$ cat config.mk
export PLATFORM = sky130hd
export DESIGN_NAME = lattice_axis_tx_flat
export DESIGN_NICKNAME = d
export VERILOG_FILES = /design/src/rtl/lattice_pkg.sv /design/src/rtl/lattice_axis_tx_if.sv /design/src/rtl/axis_skid_fifo.sv /design/src/rtl/lattice_axis_tx.sv /design/src/flat_wrapper.sv
export SDC_FILE = /design/constraint.sdc
export NUM_CORES = 1
export LEC_CHECK = 0
export CORE_AREA = 2 2 237 239
export DETAILED_ROUTE_END_ITERATION = 7
export DIE_AREA = 0 0 239 241
export PLACE_DENSITY = 0.44
export SLEW_MARGIN = 40
export SYNTH_ARGS = -nofsm -noshare
export SYNTH_HDL_FRONTEND = slang
export SYNTH_SLANG_ARGS = --single-unit
$ cat constraint.sdc
create_clock -name m00_axis_aclk -period 21.5 [get_ports m00_axis_aclk]
set_input_delay 2.15 -clock m00_axis_aclk [delete_from_list [all_inputs] [get_ports m00_axis_aclk]]
set_output_delay 2.15 -clock m00_axis_aclk [all_outputs]
set_load 0.02 [all_outputs]
$ cat src/rtl/lattice_pkg.sv
// lattice_pkg
//   Definitions shared by the lattice write-back (BRAM -> DDR) and receive
//   (DDR -> BRAM) pixel paths so both agree on the beat layout.
//   - NUM_DIRS / DATA_WIDTH : populations per pixel and bits per population
//   - DIR_N .. DIR_NW       : population slot index inside a packed beat
//   - dir_offset()          : LSB position of a population slot in a beat
//   - tx_state_t            : write-back sequencer states
package lattice_pkg;

  localparam int NUM_DIRS   = 9;
  localparam int DATA_WIDTH = 16;

  localparam int DIR_N    = 0;
  localparam int DIR_NULL = 1;
  localparam int DIR_NE   = 2;
  localparam int DIR_E    = 3;
  localparam int DIR_SE   = 4;
  localparam int DIR_S    = 5;
  localparam int DIR_SW   = 6;
  localparam int DIR_W    = 7;
  localparam int DIR_NW   = 8;

  function automatic int dir_offset(input int k, input int width = DATA_WIDTH);
    return width * k;
  endfunction

  typedef enum logic [1:0] {
    ST_IDLE   = 2'd0,
    ST_STREAM = 2'd1,
    ST_DRAIN  = 2'd2
  } tx_state_t;

endpackage

$ cat src/rtl/lattice_axis_tx_if.sv
// lattice_axis_tx_if
//   Bundles the two buses of the lattice write-back block:
//   - BRAM read port : rd_en, rd_addr out; n1..nw1 data back one cycle later
//   - AXI-Stream     : m00_axis_tvalid/tready/tdata/tlast/tstrb
//   Modports: master = the streaming block, slave = BRAM + DMA side.
interface lattice_axis_tx_if #(
  parameter int DATA_WIDTH    = 16,
  parameter int ADDRESS_WIDTH = 12
);

  localparam int TDATA_WIDTH = lattice_pkg::NUM_DIRS * DATA_WIDTH;

  logic                     rd_en;
  logic [ADDRESS_WIDTH-1:0] rd_addr;
  logic [DATA_WIDTH-1:0]    n1, null1, ne1, e1, se1, s1, sw1, w1, nw1;

  logic                     m00_axis_tvalid;
  logic                     m00_axis_tready;
  logic [TDATA_WIDTH-1:0]   m00_axis_tdata;
  logic                     m00_axis_tlast;
  logic [TDATA_WIDTH/8-1:0] m00_axis_tstrb;

  modport master (
    output rd_en, rd_addr,
    input  n1, null1, ne1, e1, se1, s1, sw1, w1, nw1,
    output m00_axis_tvalid, m00_axis_tdata, m00_axis_tlast, m00_axis_tstrb,
    input  m00_axis_tready
  );

  modport slave (
    input  rd_en, rd_addr,
    output n1, null1, ne1, e1, se1, s1, sw1, w1, nw1,
    input  m00_axis_tvalid, m00_axis_tdata, m00_axis_tlast, m00_axis_tstrb,
    output m00_axis_tready
  );

endinterface

$ cat src/rtl/axis_skid_fifo.sv
// axis_skid_fifo
//   Two-entry FIFO that decouples BRAM read latency from AXI-Stream
//   backpressure. The head entry is presented directly from registers.
//   Ports:
//     clk, rst           : clock, asynchronous active-high reset
//     push, push_data    : write one entry ({last, data} payload)
//     pop                : consume the head entry
//     head_data          : current head entry
//     count, full, empty : occupancy
module axis_skid_fifo #(
  parameter int WIDTH = 8
) (
  input  logic             clk,
  input  logic             rst,
  input  logic             push,
  input  logic [WIDTH-1:0] push_data,
  input  logic             pop,
  output logic [WIDTH-1:0] head_data,
  output logic [1:0]       count,
  output logic             full,
  output logic             empty
);

  logic [WIDTH-1:0] mem_reg [2];
  logic             wr_ptr_reg;
  logic             rd_ptr_reg;
  logic [1:0]       count_reg;

  always_ff @(posedge clk or posedge rst) begin
    if (rst) begin
      for (int i = 0; i < 2; i++) begin
        mem_reg[i] <= '0;
      end
      wr_ptr_reg <= 1'b0;
      rd_ptr_reg <= 1'b0;
      count_reg  <= 2'd0;
    end else begin
      if (push) begin
        mem_reg[wr_ptr_reg] <= push_data;
        wr_ptr_reg          <= ~wr_ptr_reg;
      end
      if (pop) begin
        rd_ptr_reg <= ~rd_ptr_reg;
      end
      // push and pop together leave the occupancy unchanged
      case ({push, pop})
        2'b10:   count_reg <= count_reg + 2'd1;
        2'b01:   count_reg <= count_reg - 2'd1;
        default: count_reg <= count_reg;
      endcase
    end
  end

  assign head_data = mem_reg[rd_ptr_reg];
  assign count     = count_reg;
  assign full      = (count_reg == 2'd2);
  assign empty     = (count_reg == 2'd0);

  overflow_chk: assert property (@(posedge clk) disable iff (rst) !(push && full && !pop));
  underflow_chk: assert property (@(posedge clk) disable iff (rst) !(pop && empty));

endmodule

$ cat src/rtl/lattice_axis_tx.sv
// lattice_axis_tx
//   Streams one lattice frame (DEPTH pixels) from the lattice BRAM to the
//   DMA S2MM channel, one 9-population pixel per 144-bit AXI-Stream beat.
//   Ports:
//     m00_axis_aclk    : clock (rising edge)
//     m00_axis_aresetn : asynchronous reset, active HIGH despite its name
//     start            : one-cycle pulse, starts a frame when idle
//     busy             : frame in progress (start accepted .. last handshake)
//     done             : one-cycle pulse after the last beat handshakes
//     bus              : BRAM read port + AXI-Stream master (master modport)
module lattice_axis_tx #(
  parameter int DATA_WIDTH    = 16,
  parameter int DEPTH         = 2500,
  parameter int ADDRESS_WIDTH = 12
) (
  input  logic              m00_axis_aclk,
  input  logic              m00_axis_aresetn,
  input  logic              start,
  output logic              busy,
  output logic              done,
  lattice_axis_tx_if.master bus
);

  import lattice_pkg::*;

  localparam int TDATA_WIDTH = NUM_DIRS * DATA_WIDTH;
  // one extra bit so the counter can hold DEPTH itself
  localparam int CNT_WIDTH   = ADDRESS_WIDTH + 1;
  localparam logic [CNT_WIDTH-1:0]     DEPTH_CNT = CNT_WIDTH'(DEPTH);
  localparam logic [ADDRESS_WIDTH-1:0] LAST_ADDR = ADDRESS_WIDTH'(DEPTH - 1);

  tx_state_t                state_reg;
  logic [CNT_WIDTH-1:0]     addr_cnt_reg;
  logic [CNT_WIDTH-1:0]     beat_cnt_reg;
  logic                     inflight_reg;
  logic [ADDRESS_WIDTH-1:0] cap_addr_reg;
  logic                     busy_reg;
  logic                     done_reg;

  logic                     issue;
  logic                     pop;
  logic                     fifo_full;
  logic                     fifo_empty;
  logic [1:0]               fifo_count;
  logic [TDATA_WIDTH:0]     push_data;
  logic [TDATA_WIDTH:0]     head_data;
  logic [TDATA_WIDTH-1:0]   packed_word;
  logic [DATA_WIDTH-1:0]    dir_word [NUM_DIRS];
  logic [ADDRESS_WIDTH-1:0] rd_addr;

  assign pop = !fifo_empty && bus.m00_axis_tready;

  // Credit check: entries already stored plus the read still in the BRAM
  // pipe, minus the one leaving this cycle, must leave room for one more.
  assign issue = (state_reg == ST_STREAM) && (addr_cnt_reg < DEPTH_CNT) &&
                 (({1'b0, fifo_count} + {2'b00, inflight_reg}) < (3'd2 + {2'b00, pop}));

  // Clamp so the address holds at DEPTH-1 once the frame has been issued.
  assign rd_addr = (addr_cnt_reg < DEPTH_CNT) ? addr_cnt_reg[ADDRESS_WIDTH-1:0] : LAST_ADDR;

  always_ff @(posedge m00_axis_aclk or posedge m00_axis_aresetn) begin
    if (m00_axis_aresetn) begin
      state_reg    <= ST_IDLE;
      addr_cnt_reg <= '0;
      beat_cnt_reg <= '0;
      inflight_reg <= 1'b0;
      cap_addr_reg <= '0;
      busy_reg     <= 1'b0;
      done_reg     <= 1'b0;
    end else begin
      done_reg     <= 1'b0;
      inflight_reg <= issue;
      if (issue) begin
        cap_addr_reg <= rd_addr;
        addr_cnt_reg <= addr_cnt_reg + 1'b1;
      end
      if (pop) begin
        beat_cnt_reg <= beat_cnt_reg + 1'b1;
      end
      case (state_reg)
        ST_IDLE: begin
          if (start) begin
            state_reg    <= ST_STREAM;
            addr_cnt_reg <= '0;
            beat_cnt_reg <= '0;
            busy_reg     <= 1'b1;
          end
        end
        ST_STREAM: begin
          if (addr_cnt_reg == DEPTH_CNT) begin
            state_reg <= ST_DRAIN;
          end
        end
        ST_DRAIN: begin
          // head_data MSB is the stored last flag
          if (pop && head_data[TDATA_WIDTH]) begin
            state_reg <= ST_IDLE;
            busy_reg  <= 1'b0;
            done_reg  <= 1'b1;
          end
        end
        default: state_reg <= ST_IDLE;
      endcase
    end
  end

  assign dir_word[DIR_N]    = bus.n1;
  assign dir_word[DIR_NULL] = bus.null1;
  assign dir_word[DIR_NE]   = bus.ne1;
  assign dir_word[DIR_E]    = bus.e1;
  assign dir_word[DIR_SE]   = bus.se1;
  assign dir_word[DIR_S]    = bus.s1;
  assign dir_word[DIR_SW]   = bus.sw1;
  assign dir_word[DIR_W]    = bus.w1;
  assign dir_word[DIR_NW]   = bus.nw1;

  for (genvar gi = 0; gi < NUM_DIRS; gi++) begin : g_pack
    localparam int OFS = dir_offset(gi, DATA_WIDTH);
    assign packed_word[OFS +: DATA_WIDTH] = dir_word[gi];
  end

  assign push_data = {(cap_addr_reg == LAST_ADDR), packed_word};

  // BRAM data is valid the cycle after rd_en, i.e. while inflight_reg is set.
  axis_skid_fifo #(
    .WIDTH(TDATA_WIDTH + 1)
  ) u_fifo (
    .clk       (m00_axis_aclk),
    .rst       (m00_axis_aresetn),
    .push      (inflight_reg),
    .push_data (push_data),
    .pop       (pop),
    .head_data (head_data),
    .count     (fifo_count),
    .full      (fifo_full),
    .empty     (fifo_empty)
  );

  assign bus.rd_en           = issue;
  assign bus.rd_addr         = rd_addr;
  assign bus.m00_axis_tvalid = !fifo_empty;
  assign bus.m00_axis_tdata  = head_data[TDATA_WIDTH-1:0];
  assign bus.m00_axis_tlast  = head_data[TDATA_WIDTH];
  assign bus.m00_axis_tstrb  = '1;
  assign busy                = busy_reg;
  assign done                = done_reg;

  credit_chk: assert property (@(posedge m00_axis_aclk) disable iff (m00_axis_aresetn)
    !(fifo_full && inflight_reg && !pop));
  last_chk: assert property (@(posedge m00_axis_aclk) disable iff (m00_axis_aresetn)
    bus.m00_axis_tvalid |-> (bus.m00_axis_tlast == (beat_cnt_reg == DEPTH_CNT - 1'b1)));

endmodule

$ cat src/flat_wrapper.sv
// flat-port wrapper written by rule: the top's interface ports become plain ports
module lattice_axis_tx_flat import lattice_pkg::*;
#(
  parameter int DATA_WIDTH    = 16,
  parameter int DEPTH         = 2500,
  parameter int ADDRESS_WIDTH = 12
)
  (m00_axis_aclk, m00_axis_aresetn, start, busy, done, bus_rd_en, bus_rd_addr, bus_n1, bus_null1, bus_ne1, bus_e1, bus_se1, bus_s1, bus_sw1, bus_w1, bus_nw1, bus_m00_axis_tvalid, bus_m00_axis_tdata, bus_m00_axis_tlast, bus_m00_axis_tstrb, bus_m00_axis_tready);
  lattice_axis_tx_if #(.DATA_WIDTH(DATA_WIDTH), .ADDRESS_WIDTH(ADDRESS_WIDTH)) bus_i ();
  input  logic m00_axis_aclk;
  input  logic m00_axis_aresetn;
  input  logic start;
  output logic busy;
  output logic done;
  output wire logic [$bits(bus_i.rd_en)-1:0] bus_rd_en;
  output wire logic [$bits(bus_i.rd_addr)-1:0] bus_rd_addr;
  input wire logic [$bits(bus_i.n1)-1:0] bus_n1;
  input wire logic [$bits(bus_i.null1)-1:0] bus_null1;
  input wire logic [$bits(bus_i.ne1)-1:0] bus_ne1;
  input wire logic [$bits(bus_i.e1)-1:0] bus_e1;
  input wire logic [$bits(bus_i.se1)-1:0] bus_se1;
  input wire logic [$bits(bus_i.s1)-1:0] bus_s1;
  input wire logic [$bits(bus_i.sw1)-1:0] bus_sw1;
  input wire logic [$bits(bus_i.w1)-1:0] bus_w1;
  input wire logic [$bits(bus_i.nw1)-1:0] bus_nw1;
  output wire logic [$bits(bus_i.m00_axis_tvalid)-1:0] bus_m00_axis_tvalid;
  output wire logic [$bits(bus_i.m00_axis_tdata)-1:0] bus_m00_axis_tdata;
  output wire logic [$bits(bus_i.m00_axis_tlast)-1:0] bus_m00_axis_tlast;
  output wire logic [$bits(bus_i.m00_axis_tstrb)-1:0] bus_m00_axis_tstrb;
  input wire logic [$bits(bus_i.m00_axis_tready)-1:0] bus_m00_axis_tready;
  assign bus_rd_en = bus_i.rd_en;
  assign bus_rd_addr = bus_i.rd_addr;
  assign bus_i.n1 = bus_n1;
  assign bus_i.null1 = bus_null1;
  assign bus_i.ne1 = bus_ne1;
  assign bus_i.e1 = bus_e1;
  assign bus_i.se1 = bus_se1;
  assign bus_i.s1 = bus_s1;
  assign bus_i.sw1 = bus_sw1;
  assign bus_i.w1 = bus_w1;
  assign bus_i.nw1 = bus_nw1;
  assign bus_m00_axis_tvalid = bus_i.m00_axis_tvalid;
  assign bus_m00_axis_tdata = bus_i.m00_axis_tdata;
  assign bus_m00_axis_tlast = bus_i.m00_axis_tlast;
  assign bus_m00_axis_tstrb = bus_i.m00_axis_tstrb;
  assign bus_i.m00_axis_tready = bus_m00_axis_tready;
  lattice_axis_tx #(.DATA_WIDTH(DATA_WIDTH), .DEPTH(DEPTH), .ADDRESS_WIDTH(ADDRESS_WIDTH)) u_core (.m00_axis_aclk(m00_axis_aclk), .m00_axis_aresetn(m00_axis_aresetn), .start(start), .busy(busy), .done(done), .bus(bus_i));
endmodule
Word-level counts from Yosys, hierarchy flattened
Index checks and enable logic that the tools add are counted.
{"block": "classes", "muxes": 20, "n_lt_le_gt_ge": 5, "reduce_logical": 12, "n_addsub": 5, "bitwise_logic": 4, "n_eq_ne": 9}
{"op": "$mux W145", "count": 4}
{"op": "$bwmux W290", "count": 1}
{"op": "$demux W145 S1", "count": 1}
{"op": "$mux W13", "count": 3}
{"op": "$add A13 B1 Y13 const B", "count": 1}
{"op": "$eq A13 B12 Y1 const B", "count": 1}
{"op": "$lt A13 B12 Y1 const B", "count": 1}
{"op": "$eq A12 B12 Y1 const B", "count": 1}
{"op": "$mux W12", "count": 1}
{"op": "$mux W2", "count": 3}
{"op": "$pmux W2 S3", "count": 1}
{"op": "$reduce_and A3 Y1", "count": 2}
{"op": "$logic_and A1 B1 Y1", "count": 5}
{"op": "$eq A2 B1 Y1 const B", "count": 2}
{"op": "$eq A2 B2 Y1 const B", "count": 2}
{"op": "$ge A2 B2 Y1 const B", "count": 2}
{"op": "$logic_not A2 Y1", "count": 2}
{"op": "$mux W1", "count": 4}
{"op": "$ne A2 B2 Y1 const B", "count": 2}
{"op": "$not A1 Y2", "count": 2}
{"op": "$pmux W2 S2", "count": 1}
{"op": "$reduce_bool A2 Y1", "count": 2}
{"op": "$add A2 B1 Y3", "count": 1}
{"op": "$add A2 B1 Y3 const A", "count": 1}
{"op": "other kinds (8)", "count": 9}
{"block": "totals", "elab_cells": 66, "ff_bits": 324}

Depth between registers and ports, before layout
{"block": "logic_depth", "depth_word": 9, "mapped_depth": 7, "mapped_depth_nobuf": 6}

By module
Synthesis repeated with hierarchy kept, for this count alone.
{"block": "unflattened", "hier_cells": 958, "hier_area_um2": 14382.5}
{"module": "axis_skid_fifo", "n_inst": 1, "cells_each": 789, "area_per_inst_um2": 12634.6}
{"module": "lattice_axis_tx", "n_inst": 1, "cells_each": 169, "area_per_inst_um2": 1747.9}

Worst setup path after synthesis
Ideal clock, no wire load.
{"block": "synth_path", "path_kind": "input port to output port", "from": "input port bus_m00_axis_tready", "to": "output port bus_rd_en", "required_time_ps": 19350, "setup_slack_ps": 16131, "path_buffers": 1, "stages": 5, "arrival_time_ps": 3219, "cell_sequence": "o21ai_0 > o21ai_1 > o211ai_4 > clkbuf_1 > inv_1"}
{"block": "synth_between", "elab_chain_cells": 4}
{"item": "from (decl)", "line": "flat_wrapper.sv:30", "text": "input wire logic [$bits(bus_i.m00_axis_tready)-1:0] bus_m00_axis_tready;"}
{"item": "$logic_and A1 B1 Y1", "line": "lattice_axis_tx.sv:51", "text": "assign pop = !fifo_empty && bus.m00_axis_tready;"}
{"item": "$add A2 B1 Y3", "line": "lattice_axis_tx.sv:56", "text": "(({1'b0, fifo_count} + {2'b00, inflight_reg}) < (3'd2 + {2'b00, pop}));"}
{"item": "$lt A3 B3 Y1", "line": "lattice_axis_tx.sv:56"}
{"item": "$logic_and A1 B1 Y1", "line": "lattice_axis_tx.sv:55", "text": "assign issue = (state_reg == ST_STREAM) && (addr_cnt_reg < DEPTH_CNT) &&"}
{"item": "to (decl)", "line": "flat_wrapper.sv:15", "text": "output wire logic [$bits(bus_i.rd_en)-1:0] bus_rd_en;"}
Every way passes these cells.

Worst setup path after layout
Ends and elaborated chain as after synthesis.

==> reports/results.ini <==
[logic_synthesis]
synth_cell_types = 35
synth_cells = 963
yosys.area.top_type = dfrtp_1
synth_edf_count = 0
synth.top_cell.area_share_pct = 57.2
yosysWarnings = 0
synth.avg_cell_area_um2 = 14.7
synth_common_cells = 440 x mux2_2, 324 x dfrtp_1, 46 x clkbuf_1
netlist_area_um2 = 14200
ys_seq_elements = 324
ys_top_cells_by_area = dfrtp_1 57%, mux2_2 35%, clkbuf_1 1.2%, buf_4 0.95%, o21ai_0 0.67%
ys.flop_type = dfrtp_1
synth.most_common_cell = mux2_2
async_reset_ff_share_pct = 100
yosysSeqAreaShare_pct = 57.2

[sta]
worst_pin_slew_ns = 0.796
setup_viol = 0
fin_crit_ns = 6.55
finalClockSkew_ns = 0.0116
slew_viol_final = 0
hold_ws_ns = 0.479
max_freq_ghz = 0.153
maxSlewHeadroom_pct = 46.9
fin_setup_tns_ns = 0
rsz0062_at_grt = false
finalHoldViolations = 0
fin_crit_sh_pct = 30.5

[clock_tree]
clock_tree.root_cell = clkbuf_16
clock-sinks = 324
cts_hold_buf = 0
cts_resized = 0
postCtsSetupRepairBufs = 0
clock_path_buffers = 3
cts.clk_slew.worst_paths_ns = 0.05
cts_inserted_buffers = 41
htree_levels = 2
cts_tree = built
clk_latency_ns = 0.55

[detailed_routing]
m1WireLength_um = 15800
drc_errors = 0
routed_via_density = 4.38
drt-initial-drc-count = 196
dr_wl_met2_um = 17100
dr_total_vias = 8781
dr.pass1.iters = 4
wl_per_cell_um = 18.4
dr_wl_met3_um = 3000
wl_um = 36800
highest_layer = met5
postRouteAntennaNets = 0

[worst_setup_path]
required_ns = 19.35
critPathBufInv = 3
critPathMaxStageDelay_ns = 0.62
critPathCaptureType = primary output
reg2reg_depth = 3
slowest_stage = clkdlybuf4s50_1
path_cells = clkdlybuf4s50_1 > o21ai_0 > o21ai_1 > o211ai_4 > inv_1 > clkdlybuf4s50_1
cp.arrival_ns = 4.40
crit_family = buffers and inverters
crit_type = input port to primary output
worstSetupStartpointType = input port
worst-path-max-fanout = 28
worstSetupPathDepth = 6
cp_common_cell = clkdlybuf4s50_1

[job]
maxCapViolations = 0

[floorplanning]
die_h_um = 241
core_area_um2 = 54900
io_pins = 327
start_util_pct = 25.8
core.rowCount = 86
die_width_um = 239
die_area_um2 = 57600

[global_routing]
track_usage_pct = 12.7
grt_pass1_vias = 9457
gr-total-overflow = 0
grt_max_degree = 122
antenna_found_initial = 7
grt_pass1_wl_um = 56900

[placement]
dpl.hpwl_um = 23200
placed_area_um2 = 18000
gp_congestion = 0.706
io_buffer_count = 308

[power_and_ir_drop]
power_leakage_nw = 7.95
powerDensity_nw_per_um2 = 178
max-vdd-ir-drop_mv = 0.0768

[min_path]
min_path_type = flop to flop
hold-path-cell-count = 2

[layout]
largest_register_ffs = 290
area.growth.synth_to_final_pct = 36.5
antenna_cells = 0
fin_area_um2 = 19300
fin_nets = 1425
fin_util_pct = 35.2
drive_gt1_share_pct = 40.3

[outcome]
status = finished clean

==> worst paths after layout <==
path                                              from                    endpoint  slack, ns
worst max-delay path               bus_m00_axis_tready                   bus_rd_en      14.95
worst min-delay path            u_core.cap_addr_reg[7]      u_core.cap_addr_reg[7]       0.48
worst max register to register     u_core.inflight_reg  u_core.u_fifo.mem_reg[164]      19.06
worst min register to register  u_core.cap_addr_reg[7]      u_core.cap_addr_reg[7]       0.48
max in group asynchronous             m00_axis_aresetn  u_core.u_fifo.mem_reg[176]      17.62
min in group asynchronous             m00_axis_aresetn  u_core.u_fifo.mem_reg[104]       2.14
==> cells in the final DEF, fill, tap and decap left out, types with 2 or more instances in the layout <==
cell,count
clkbuf_1,10
buf_6,6
and3_1,2
dfrtp_1,323
a21oi_1,3
clkinv_2,8
and2_1,6
mux2_2,440
nand4_1,2
clkdlybuf4s50_1,308
or2_2,3
o211ai_1,3
nand2_1,16
nand2b_1,2
o21ai_0,19
xor2_1,5
nor3_1,3
clkbuf_8,11
or3_1,4
conb_1,18
ha_1,5
nor2_1,12
xnor2_1,3
nand3_1,9
o31ai_1,4
clkbuf_16,43
inv_1,13
buf_4,3
==> layout make-up <==
type	count	area (um2)
Inverter	14	65.1
Fill cell	5383	35500
Clock inverter	9	48.8
Clock buffer	64	1260
Sequential cell	324	8110
Multi-Input combinational cell	572	5750
Timing Repair Buffer	319	3220
Tap cell	704	881
==> worst min-delay path, cell delays in order, from the launching register on <==
cell and delay [ns]:
dfrtp_1 0.34, nand2_1 0.04, o21ai_0 0.06
==> kinds of logic after synthesis <==
family / count (synthesis) / synth area share, %
compound gates: 33 / 1.54
mux: 440 / 35.0
xor+xnor: 8 / 0.494
fa+ha+maj: 5 / 0.441
simple gates: 68 / 2.57
flops: 324 / 57.2
buf+inv: 84 / 2.75
other cells: 1 / 0.0265
==> layer usage <==
| layer | vias to the layer above | GRT usage [%] |
|---|---|---|
| li1 | 4023 | - |
| met2 | 225 | 20.3 |
| met4 | 14 | 4.49 |
| met3 | 70 | 4.82 |
| met5 | - | 0 |
| met1 | 4449 | 15.7 |
==> report_power, final <==
group | internal (mW) | switching (mW) | total (mW)
Combinational | 0.937 | 0.792 | 1.73
Clock | 0.403 | 0.266 | 0.669
Sequential | 0.909 | 0.145 | 1.05
==> stage by stage <==
stage	instances	power, mW	setup slack (ns)
floorplan	980	2.13	10.38
global placement	1931	2.81	14.94
detailed placement	1931	2.82	14.94
CTS	2004	3.53	14.93
global route	2006	3.67	14.79
finish	2006	3.45	14.95
(Power assumes the default switching activity.)
